`config.mk`:
```
export PLATFORM = sky130hd
export DESIGN_NAME = bcd_digit_converter
export DESIGN_NICKNAME = d
export VERILOG_FILES = /design/src/rtl/bcd_digit_converter.sv
export SDC_FILE = /design/constraint.sdc
export NUM_CORES = 1
export LEC_CHECK = 0
export CORE_UTILIZATION = 50
export CTS_CLUSTER_SIZE = 16
export DETAILED_ROUTE_END_ITERATION = 10
export GPL_ROUTABILITY_DRIVEN = 0
export HOLD_SLACK_MARGIN = 0.05
export PLACE_DENSITY = 0.72
export SETUP_SLACK_MARGIN = 0.3
export SYNTH_ARGS = -nofsm -noshare
export SYNTH_HDL_FRONTEND = slang
export SYNTH_SLANG_ARGS = --single-unit
```
`constraint.sdc`:
```
create_clock -name clk_i -period 2.65 [get_ports clk_i]
set_clock_uncertainty 0.1 [all_clocks]
set_input_delay 0.795 -clock clk_i [delete_from_list [all_inputs] [get_ports clk_i]]
set_output_delay 0.795 -clock clk_i [all_outputs]
set_load 0.1 [all_outputs]
```
`src/rtl/bcd_digit_converter.sv`:
```
// Sequential binary-to-BCD converter (shift-add-3) with valid/ready handshake,
// overflow saturation to all nines and leading-zero blanking flags.
module bcd_digit_converter #(
    parameter int unsigned W = 6,
    parameter int unsigned D = 2
) (
    input  logic           clk_i,
    input  logic           reset_i,
    input  logic           in_valid_i,
    output logic           in_ready_o,
    input  logic [W-1:0]   bin_i,
    output logic           out_valid_o,
    input  logic           out_ready_i,
    output logic [4*D-1:0] bcd_o,
    output logic           overflow_o,
    output logic [D-1:0]   blank_o
);

    // Largest representable value 10^D-1; D>=10 already exceeds any 32-bit input.
    function automatic logic [63:0] calc_max_val(input int unsigned digits);
        logic [63:0] v;
        v = 64'd1;
        for (int unsigned i = 0; i < ((digits > 10) ? 10 : digits); i++) begin
            v = v * 64'd10;
        end
        return v - 64'd1;
    endfunction

    localparam int unsigned DI     = (W + 2) / 3;
    localparam int unsigned RW     = 4 * DI + W;
    localparam int unsigned EW     = 4 * (DI + D);
    localparam int unsigned CW     = (W > 1) ? $clog2(W) : 1;
    localparam logic [63:0] MaxVal = calc_max_val(D);

    typedef enum logic [1:0] {StIdle, StShift, StDone} state_e;

    state_e          state_q, state_d;
    logic [RW-1:0]   shr_q, shr_d;
    logic [CW-1:0]   cnt_q, cnt_d;
    logic            ovf_q, ovf_d;
    logic [4*D-1:0]  bcd_q, bcd_d;
    logic            overflow_q, overflow_d;
    logic [D-1:0]    blank_q, blank_d;

    logic [RW-1:0]   shifted;
    logic [EW-1:0]   digits_ext;
    logic [4*D-1:0]  res_bcd;
    logic [D-1:0]    res_blank;

    // One double-dabble step: correct every BCD digit >= 5, then shift left by one.
    always_comb begin
        logic [RW-1:0] adj;
        adj = shr_q;
        for (int unsigned i = 0; i < DI; i++) begin
            if (adj[W+4*i +: 4] >= 4'd5) begin
                adj[W+4*i +: 4] = adj[W+4*i +: 4] + 4'd3;
            end
        end
        shifted = {adj[RW-2:0], 1'b0};
    end

    // Result formed from the final shift: saturation and leading-zero flags.
    always_comb begin
        logic nz;
        digits_ext = EW'(shifted[RW-1:W]);
        res_bcd    = digits_ext[4*D-1:0];
        res_blank  = '0;
        nz         = 1'b0;
        for (int k = int'(D) - 1; k >= 1; k--) begin
            nz           = nz | (res_bcd[4*k +: 4] != 4'd0);
            res_blank[k] = ~nz;
        end
        if (ovf_q) begin
            res_bcd   = {D{4'h9}};
            res_blank = '0;
        end
    end

    // Next-state logic for the IDLE -> SHIFT -> DONE -> IDLE sequence.
    always_comb begin
        state_d    = state_q;
        shr_d      = shr_q;
        cnt_d      = cnt_q;
        ovf_d      = ovf_q;
        bcd_d      = bcd_q;
        overflow_d = overflow_q;
        blank_d    = blank_q;
        unique case (state_q)
            StIdle: begin
                if (in_valid_i) begin
                    shr_d   = RW'(bin_i);
                    cnt_d   = '0;
                    ovf_d   = 64'(bin_i) > MaxVal;
                    state_d = StShift;
                end
            end
            StShift: begin
                shr_d = shifted;
                cnt_d = cnt_q + 1'b1;
                if (cnt_q == CW'(W - 1)) begin
                    bcd_d      = res_bcd;
                    overflow_d = ovf_q;
                    blank_d    = res_blank;
                    state_d    = StDone;
                end
            end
            StDone: begin
                if (out_ready_i) begin
                    state_d = StIdle;
                end
            end
            default: state_d = StIdle;
        endcase
    end

    // State registers; reset discards any conversion in flight.
    always_ff @(posedge clk_i or posedge reset_i) begin
        if (reset_i) begin
            state_q    <= StIdle;
            shr_q      <= '0;
            cnt_q      <= '0;
            ovf_q      <= 1'b0;
            bcd_q      <= '0;
            overflow_q <= 1'b0;
            blank_q    <= '0;
        end else begin
            state_q    <= state_d;
            shr_q      <= shr_d;
            cnt_q      <= cnt_d;
            ovf_q      <= ovf_d;
            bcd_q      <= bcd_d;
            overflow_q <= overflow_d;
            blank_q    <= blank_d;
        end
    end

    assign in_ready_o  = (state_q == StIdle);
    assign out_valid_o = (state_q == StDone);
    assign bcd_o       = bcd_q;
    assign overflow_o  = overflow_q;
    assign blank_o     = blank_q;

endmodule
```
Word-level counts from Yosys, hierarchy flattened
Cells that the tools add are included.
- flip-flop bits (word level): 28
- latch bits: 0
- bits in writable memories: 0
- memory bits (read-only): 0
- input port bits: 10
- word-level logic and storage cells: 33
- memories: 0
- $add $sub $neg: 3
- multiply operators: 0
- div/mod/pow operators: 0
- $lt $le $gt $ge: 2
- equal/unequal tests: 6
- shift-type cells: 0
- multiplexer cells: 10
- bitwise operators: 1
- reductions and logical operators: 6
- operators by type and width (kind ; number):
    14-bit one-hot mux with 2 select lines ; 1
    14-bit 2-to-1 mux ; 1
    4-bit by 3-bit greater-or-equal comparator with 1-bit output, second input constant ; 2
    2-bit 2-to-1 mux ; 3
    3-bit 2-to-1 mux ; 2
    2-bit one-hot mux with 3 select lines ; 1
    3-bit one-hot mux with 2 select lines ; 1
    4-bit by 2-bit adder with 4-bit output, second input constant ; 1
    4-bit 2-to-1 mux ; 1
    2-bit inequality test, second input constant ; 2
    2-bit AND reduction ; 2
    4-bit nonzero test ; 1
    3-bit by 1-bit adder with 3-bit output, second input constant ; 1
    3-bit by 2-bit adder with 3-bit output, second input constant ; 1
    3-bit == test, second input constant ; 1
    3-bit AND reduction ; 1
    2-bit by 1-bit == test with 1-bit output, second input constant ; 1
    2-bit == test, second input constant ; 1
    2-bit logical NOT ; 1
    2-bit by 1-bit inequality test with 1-bit output, second input constant ; 1
    2-bit nonzero test ; 1
    1-bit NOT ; 1

Depth between registers and ports, before layout
Gate-level depths: netlist (run 1).
- depth after elaboration: 4
- mapped depth: 6

Worst setup path before layout (run 1)
OpenSTA, ideal clock, no wires.
- kind: reg2out
- start point: register state_q[0]
- end point: output port in_ready_o
- data arrival time: 1.951 ns
- setup slack: -0.196 ns
- stages on the path, launching flop included: 4
- buffers on the path: 2
- cells stage by stage: dfrtp_1 > buf_4 > clkbuf_1 > nor2_1
- word-level cells in the longest chain between the ends: 1
- ends and longest elaborated chain (what ; RTL line ; RTL):
    start, declared ; 37 ; state_e state_q, state_d;
    start signal, assigned ; 119 ; state_q <= StIdle;
    start signal, assigned ; 127 ; state_q <= state_d;
    2-bit logical NOT ; 137 ; assign in_ready_o = (state_q == StIdle);
    end, declared ; 10 ; output logic in_ready_o,
No other way between the ends.

Final worst setup path (run 1)
- start point: register state_q[0]
- end point: output port out_valid_o
- word-level cells in the longest chain between the ends: 1
- ends and longest elaborated chain (what ; RTL line ; RTL):
    2-bit == test ; 138 ; assign out_valid_o = (state_q == StDone);
    end, declared ; 12 ; output logic out_valid_o,
No other way between the ends.

==> reports/metrics.csv, run 1 <==
metric,value,unit
start_util,52.3,%
final_util,61.7,%
grt_pass1_wl,4310,µm
drv_slew,0,
antenna_cells,0,
die_w,55.5,µm
cts_tree,yes,
cp-start-kind,flip-flop,
yosysSeqAreaShare,49.0,%
synthCells,146,
layout_min_cycle_time,2220,ps
yosysWarnings,0,
postSynthAreaPerCell,9.80,µm²
cp_slowest_stage_delay,520,ps
place_area,0.00165,mm²
slowest_stage,dfrtp_1,
min_path_type,flip-flop to flip-flop,
drt-total-wl,2470,µm
critPathCaptureType,primary output,
rows,19,
layout_common_cells,"27 x dfrtp_1, 25 x nand2_1, 21 x o21ai_0",
cts.htree.levels,1,
outcome,completed,
ant_nets,0,
grt_antenna_before_repair,0,
cts_buffers,3,
hold_violations,0,
finalSetupTns,0,ps
dr.pass1.iters,4,
drive_gt1_share,19.8,%
holdWs,396,ps
clk_pin_slew,140,ps
stdcell_area,0.00169,mm²
drtIter0Drc,13,
clock.fmax,0.451,GHz
crit_buf_inv,2,
synth-seq-cells,28,
required,1760,ps
track_usage,17.8,%
period_share,83.7,%
clockBufferDepth,2,
maxCapViolations,0,
wl_per_cell,12.5,µm
grt_max_degree,29,
cpLargestDelayFamily,flip-flops,
viasPerCell,5.28,
worst-setup-path-type,flip-flop to primary output,
setup_violations,0,
vias,1046,
synth_cell_types,33,
worstPathArrival,1320,ps
first_global_vias,1005,
io_buffers,20,
ios,23,
fill_cells,236,
final_common_cell,dfrtp_1,
cts-root-buf,clkbuf_4,
layout.nets,184,
clkSinkCount,28,
hpwl,1910,µm
cp_max_fo,7,
syn_area,0.00143,mm²
rsz0062_at_grt,no,
overflow,0,
die-area,0.00308,mm²
fp.dieH,55.5,µm
area_growth,18.0,%
core_area,0.00273,mm²
path_cells,nand2b_1 > inv_1 > buf_12,
clock_latency,310,ps
drc,0,
==> cells by family (layout without fill, tap and decap cells) <==
kind of cell / after synthesis / count (layout) / synth area share [%]
flip-flops: 28 / 28 / 49.0
adder cells (fa/ha/maj): 6 / 6 / 5.25
AO/OA/AOI/OAI: 44 / 44 / 18.5
multiplexers: 5 / 5 / 3.85
buffers and inverters: 15 / 35 / 5.60
other: 1 / 2 / 0.262
AND/OR/NAND/NOR: 46 / 46 / 16.9
XOR/XNOR: 1 / 1 / 0.613
==> worst paths after layout <==
check	cells after the start	slack (ps)	to	start
max	3	430	out_valid_o	state_q[0]$_DFFE_PP0P_
min	2	400	bcd_o[6]$_DFFE_PP0P_	bcd_o[6]$_DFFE_PP0P_
max reg2reg	6	860	bcd_o[2]$_DFFE_PP0P_	shr_q[6]$_DFFE_PP0P_
min reg2reg	2	400	bcd_o[6]$_DFFE_PP0P_	bcd_o[6]$_DFFE_PP0P_
max in group asynchronous	3	1450	state_q[1]$_DFFE_PP0P_	reset_i
min in group asynchronous	3	730	shr_q[5]$_DFFE_PP0P_	reset_i
==> cell usage after synthesis <==
| library cell | n | area, µm² |
|---|---|---|
| a211oi_1 | 1 | 7.51 |
| a21oi_1 | 9 | 45.0 |
| a21oi_2 | 1 | 8.76 |
| a22o_1 | 3 | 26.3 |
| a31oi_1 | 1 | 6.26 |
| and2_4 | 1 | 8.76 |
| and2b_2 | 1 | 8.76 |
| buf_2 | 1 | 5.00 |
| buf_4 | 4 | 30.0 |
| buf_6 | 1 | 11.3 |
| clkbuf_1 | 1 | 3.75 |
| conb_1 | 1 | 3.75 |
| dfrtp_1 | 28 | 701 |
| ha_1 | 6 | 75.1 |
| inv_1 | 8 | 30.0 |
| mux2_2 | 4 | 45.0 |
| mux2i_1 | 1 | 10.0 |
| nand2_1 | 25 | 93.8 |
| nand2b_1 | 5 | 31.3 |
| nand3_4 | 1 | 17.5 |
| nand4_1 | 1 | 6.26 |
| nor2_1 | 4 | 15.0 |
| nor3b_1 | 6 | 45.0 |
| o211ai_1 | 1 | 7.51 |
| o21a_1 | 1 | 7.51 |
| o21ai_0 | 21 | 105 |
| o21ai_2 | 3 | 26.3 |
| o21bai_2 | 1 | 11.3 |
| o22ai_1 | 1 | 6.26 |
| o31ai_1 | 1 | 7.51 |
| or2_2 | 1 | 6.26 |
| or3b_1 | 1 | 8.76 |
| xnor2_1 | 1 | 8.76 |
==> layer usage <==
metal	GRT usage [%]	vias up	wire length, µm
li1	-	538	-
met1	21.1	488	1150
met2	32.9	18	1230
met3	2.11	2	66
met4	6.43	0	23
met5	0	-	0
==> cell type report <==
type	instances	area (µm²)	share of cell area, %
sequential	28	702	41.6
multi-input combinational	104	661	39.1
timing repair buffer	23	220	13.0
tap	31	38.8	2.30
clock buffer	4	36.3	2.15
inverter	8	30.0	1.78
==> flip-flops by register name (all words and copies together), names as in the netlist <==
name / flops
blank_o: 1
state_q: 2
shr_q: 14
bcd_o: 8
cnt_q: 3
==> timing repair <==
action / CTS / global route
gates resized for setup: 0 / 1
setup buffers: 0 / 0
hold endpoints to repair: 0 / 0
endpoints found under the setup margin: 0 / 1
hold buffers: 0 / 0
==> worst reg2reg max path, delay by kind of cell (launching register included) <==
family,cells,cell delay (ps)
compound gates,2,380
fa+ha+maj,1,230
buf+inv,1,110
flops,1,450
mux,1,370
simple gates,1,80
==> through the flow <==
step                worst slack [ps]  cells
floorplan                        527    147
global placement                 561    194
detailed placement               495    194
CTS                              337    198
global route                     366    198
finish                           431    198
Power of run 1 is left out: the tool's default activity adds up to more than one toggle a clock period on the data nets, which glitch-free logic cannot reach.
==> inputs of run 2 (changes only) <==
clock period = 2.25 ns   (was 2.65 ns; I/O delays follow)
==> run 2 against run 1 <==
Via count grew 4.2%. Critical path depth is the same. Cell count up 1.0%. Utilization up 5.2 points. Cell area increased by 8.4%. Worst hold slack better by 5.2 ps. Count of clock-buffer cells in the layout is the same. Die area unchanged. Critical endpoint unchanged. Largest cell class unchanged. Highest routed layer unchanged.
==> reports/metrics.csv, run 2 (synthesis gave the netlist of run 1 again) <==
metric,value,unit
grt_pass1_wl,4920,µm
worst-setup-path-type,flip-flop to primary output,
hold_violations,0,
ant_nets,0,
period_share,88.3,%
layout_common_cells,"28 x dfrtp_1, 25 x nand2_1, 21 x o21ai_0",
dp_slack,151,ps
die-area,0.00308,mm²
outcome,completed,
max_slew_margin,55.8,%
grt_max_degree,29,
min_path_type,flip-flop to flip-flop,
layout_min_cycle_time,1990,ps
layout_setup_ws,262,ps
io_buffers,20,
antenna_cells,0,
cts-root-buf,clkbuf_4,
first_global_vias,1102,
final_common_cell,dfrtp_1,
dr.pass1.iters,4,
clock_latency,330,ps
slowest_stage,dfrtp_1,
worstPathArrival,1210,ps
ios,23,
drtIter0Drc,28,
die_w,55.5,µm
layout.nets,186,
crit_buf_inv,2,
track_usage,20.4,%
clk_pin_slew,150,ps
area_growth,27.9,%
worst_pin_slew,662,ps
drt-total-wl,2610,µm
rsz0062_at_grt,yes,
hpwl,1940,µm
clock.fmax,0.503,GHz
viasPerCell,5.45,
cp_slowest_stage_delay,430,ps
cts_tree,yes,
overflow,0,
drive_gt1_share,21.3,%
finalSetupTns,0,ps
clkSinkCount,28,
drv_slew,0,
cp_max_fo,2,
cpLargestDelayFamily,flip-flops,
maxCapViolations,0,
core_area,0.00273,mm²
cts.htree.levels,1,
required,1470,ps
largest_reg_flops,14,
path_cells,nand2b_1 > clkinvlp_4 > buf_12,
setup_violations,0,
vias,1090,
top_register,shr_q,
cp-start-kind,flip-flop,
rows,19,
drc,0,
wl_per_cell,13.1,µm
grt_antenna_before_repair,0,
clockBufferDepth,2,
start_util,52.3,%
fp.dieH,55.5,µm
cts_buffers,3,
critPathCaptureType,primary output,
[run 2: through the flow]
step | utilization [%] | hold slack (ps) | instance area [µm²] | cells
2_1_floorplan | - | 350 | 1450 | 147
3_3_place_gp | 64.6 | 371 | 1770 | 194
3_5_place_dp | 64.6 | 374 | 1770 | 194
4_1_cts | 66.8 | 407 | 1830 | 200
5_1_grt | 66.9 | 452 | 1830 | 200
6_report | 66.9 | 402 | 1830 | 200
[run 2: area by class of cell]
type / count / area [µm²]
Fill cell: 212 / 905
Timing Repair Buffer: 25 / 355
Clock buffer: 4 / 36.3
Multi-Input combinational cell: 104 / 664
Sequential cell: 28 / 701
Tap cell: 31 / 38.8
Inverter: 8 / 33.8
[run 2: worst paths after layout]
check	startpoint	cells after the start	slack, ps	end
worst max-delay path	state_q[0]$_DFFE_PP0P_	3	260	out_valid_o
worst min-delay path	shr_q[2]$_DFFE_PP0P_	2	400	shr_q[2]$_DFFE_PP0P_
worst max register to register	shr_q[6]$_DFFE_PP0P_	6	470	bcd_o[2]$_DFFE_PP0P_
worst min register to register	shr_q[2]$_DFFE_PP0P_	2	400	shr_q[2]$_DFFE_PP0P_
max in group asynchronous	reset_i	3	1210	blank_o[1]$_DFFE_PP0P_
min in group asynchronous	reset_i	3	580	bcd_o[0]$_DFFE_PP0P_
[run 2: worst min-delay path: stages (launching register included)]
cell and delay, ps:
dfrtp_1 380, nand2_1 40, o21ai_0 60
[run 2: routing by layer]
layer,up-vias,global-route usage (%),share of wire (%)
met1,523,25.1,45
met2,20,36.5,51
met5,-,0,0
li1,542,-,-
met3,5,2.34,2.8
met4,0,7.50,1.6
[run 2: repair_timing]
action                     CTS  global route
buffers inserted             2             0
setup endpoints to repair    2             4
pin swaps                    1             0
resized for setup            2             1
gates cloned                 0             0
hold buffers                 0             0
Power of run 2 is left out for the same reason.
==> inputs of run 3 (changes only) <==
ABC_AREA = 1   (was unset)
CTS_CLUSTER_DIAMETER = 40   (was unset)
PLACE_DENSITY = 0.73   (was 0.72)
==> run 3 against run 2 <==
Critical path depth decreased by 1. First-iteration DRC count increased by 3.6%. Cell area fell by 2.4%. Flip-flop and latch count unchanged. Cell count is 6.0% higher. Global-route usage up 2.4 points.
==> reports/metrics.csv, run 3 <==
metric,value,unit
outcome,completed,
worst-setup-path-type,flip-flop to primary output,
setup_violations,0,
rows,18,
synthCells,158,
die-area,0.00299,mm²
layout.nets,199,
drive_gt1_share,17.6,%
largest_reg_flops,14,
clockBufferDepth,2,
ant_nets,0,
cts_tree,yes,
start_util,54.6,%
postSynthAreaPerCell,8.79,µm²
min_to,shr_q[2]$_DFFE_PP0P_,
ios,23,
core_area,0.00254,mm²
cp-start-kind,flip-flop,
worstHoldStart,shr_q[2]$_DFFE_PP0P_,
synth-edff-count,0,
required,1470,ps
synth-seq-cells,28,
vias,1121,
reg2reg_slack,580,ps
cts_buffers,3,
timing.rr.end,bcd_o[2]$_DFFE_PP0P_,
ys.flop_type,dfrtp_1,
die_w,54.7,µm
worstPathArrival,1150,ps
clock_latency,330,ps
drt-total-wl,2840,µm
finalSetupTns,0,ps
r2r_start,shr_q[6]$_DFFE_PP0P_,
first_global_vias,1087,
drv_slew,0,
ys_top_cells_by_count,"43 x nand2_1, 28 x dfrtp_1, 18 x o21ai_0, 16 x inv_1, 12 x nor2_1",
min_path_type,flip-flop to flip-flop,
layout_min_cycle_time,1920,ps
synth_cell_types,24,
overflow,0,
cts-root-buf,clkbuf_4,
cts.htree.levels,1,
yosysSeqAreaShare,50.5,%
top_register,shr_q,
antenna_cells,0,
viasPerCell,5.29,
final_common_cell,nand2_1,
dr.pass1.iters,4,
yosysTopAreaCell,dfrtp_1,
drc,0,
yosysMostFrequentCell,nand2_1,
r2r_cells,9,
critPathCaptureType,primary output,
rsz0062_at_grt,yes,
async_flop_share,100,%
clkSinkCount,28,
yosysTopAreaCellShare,50.5,%
grt_antenna_before_repair,0,
fp.dieH,54.7,µm
area_growth,28.6,%
period_share,85.4,%
clk_pin_slew,160,ps
yosysWarnings,0,
cts_hold_buf,0,
cp_max_fo,5,
io_buffers,20,
hpwl,2090,µm
clock.fmax,0.520,GHz
grt_pass1_wl,4750,µm
layout_common_cells,"43 x nand2_1, 26 x dfrtp_1, 18 x o21ai_0",
maxCapViolations,0,
grt_max_degree,29,
hold_depth,2,
wl_per_cell,13.4,µm
synthTopCellsByArea,"dfrtp_1 50%, nand2_1 12%, o21ai_0 6.5%",
hold_violations,0,
track_usage,22.7,%
syn_area,0.00139,mm²
drtIter0Drc,29,
-- run 3: critical path, stage by stage (launching register included) --
cell	delay, ps
dfrtp_2	500
nor2_4	140
buf_12	180
-- run 3: worst max path at each step --
stage | startpoint | to | cells past startpoint
CTS | state_q[1]$_DFFE_PP0P_ | out_valid_o | 3
global placement | in_valid_i | shr_q[3]$_DFFE_PP0P_ | 5
detailed placement | in_valid_i | shr_q[1]$_DFFE_PP0P_ | 5
global route | state_q[0]$_DFFE_PP0P_ | in_ready_o | 2
floorplan | state_q[1]$_DFFE_PP0P_ | out_valid_o | 2
finish | state_q[0]$_DFFE_PP0P_ | in_ready_o | 2
-- run 3: cell type report --
cell class	instances	area, µm²
Fill cell	191	759
Sequential cell	28	703
Multi-Input combinational cell	107	596
Timing Repair Buffer	23	333
Inverter	20	80.1
Tap cell	30	37.5
Clock buffer	4	36.3
-- run 3: metal layers --
layer / track usage (%) / part of all wire, % / vias to the layer above
met5: 0 / 0 / -
met4: 11.1 / 1.1 / 0
met3: 2.78 / 3.1 / 4
met2: 36.7 / 50 / 28
met1: 29.7 / 45 / 529
li1: - / - / 560
-- run 3: stage by stage --
stage          area, µm²  hold WS [ps]  cells  setup slack, ps  util, %
2_1_floorplan       1410           348    159              370        -
3_3_place_gp        1730           370    206              201     68.0
3_5_place_dp        1730           378    206              138     68.0
4_1_cts             1790           411    212              312     70.2
5_1_grt             1790           431    212              291     70.2
6_report            1790           411    212              328     70.2
-- run 3: kinds of logic after synthesis --
family | share of synthesized area (%)
AO/OA/AOI/OAI | 15.1
XOR/XNOR | 0.631
adder cells (fa/ha/maj) | 5.41
buffers and inverters | 8.02
flip-flops | 50.5
other | 0.270
AND/OR/NAND/NOR | 20.1
-- run 3: what timing repair did --
item | CTS | global route
pin swaps | 0 | 1
buffers inserted | 2 | 0
endpoints found under the setup margin | 2 | 2
hold endpoints to repair | 0 | 0
gates resized for setup | 2 | 1
Power of run 3 is left out for the same reason.
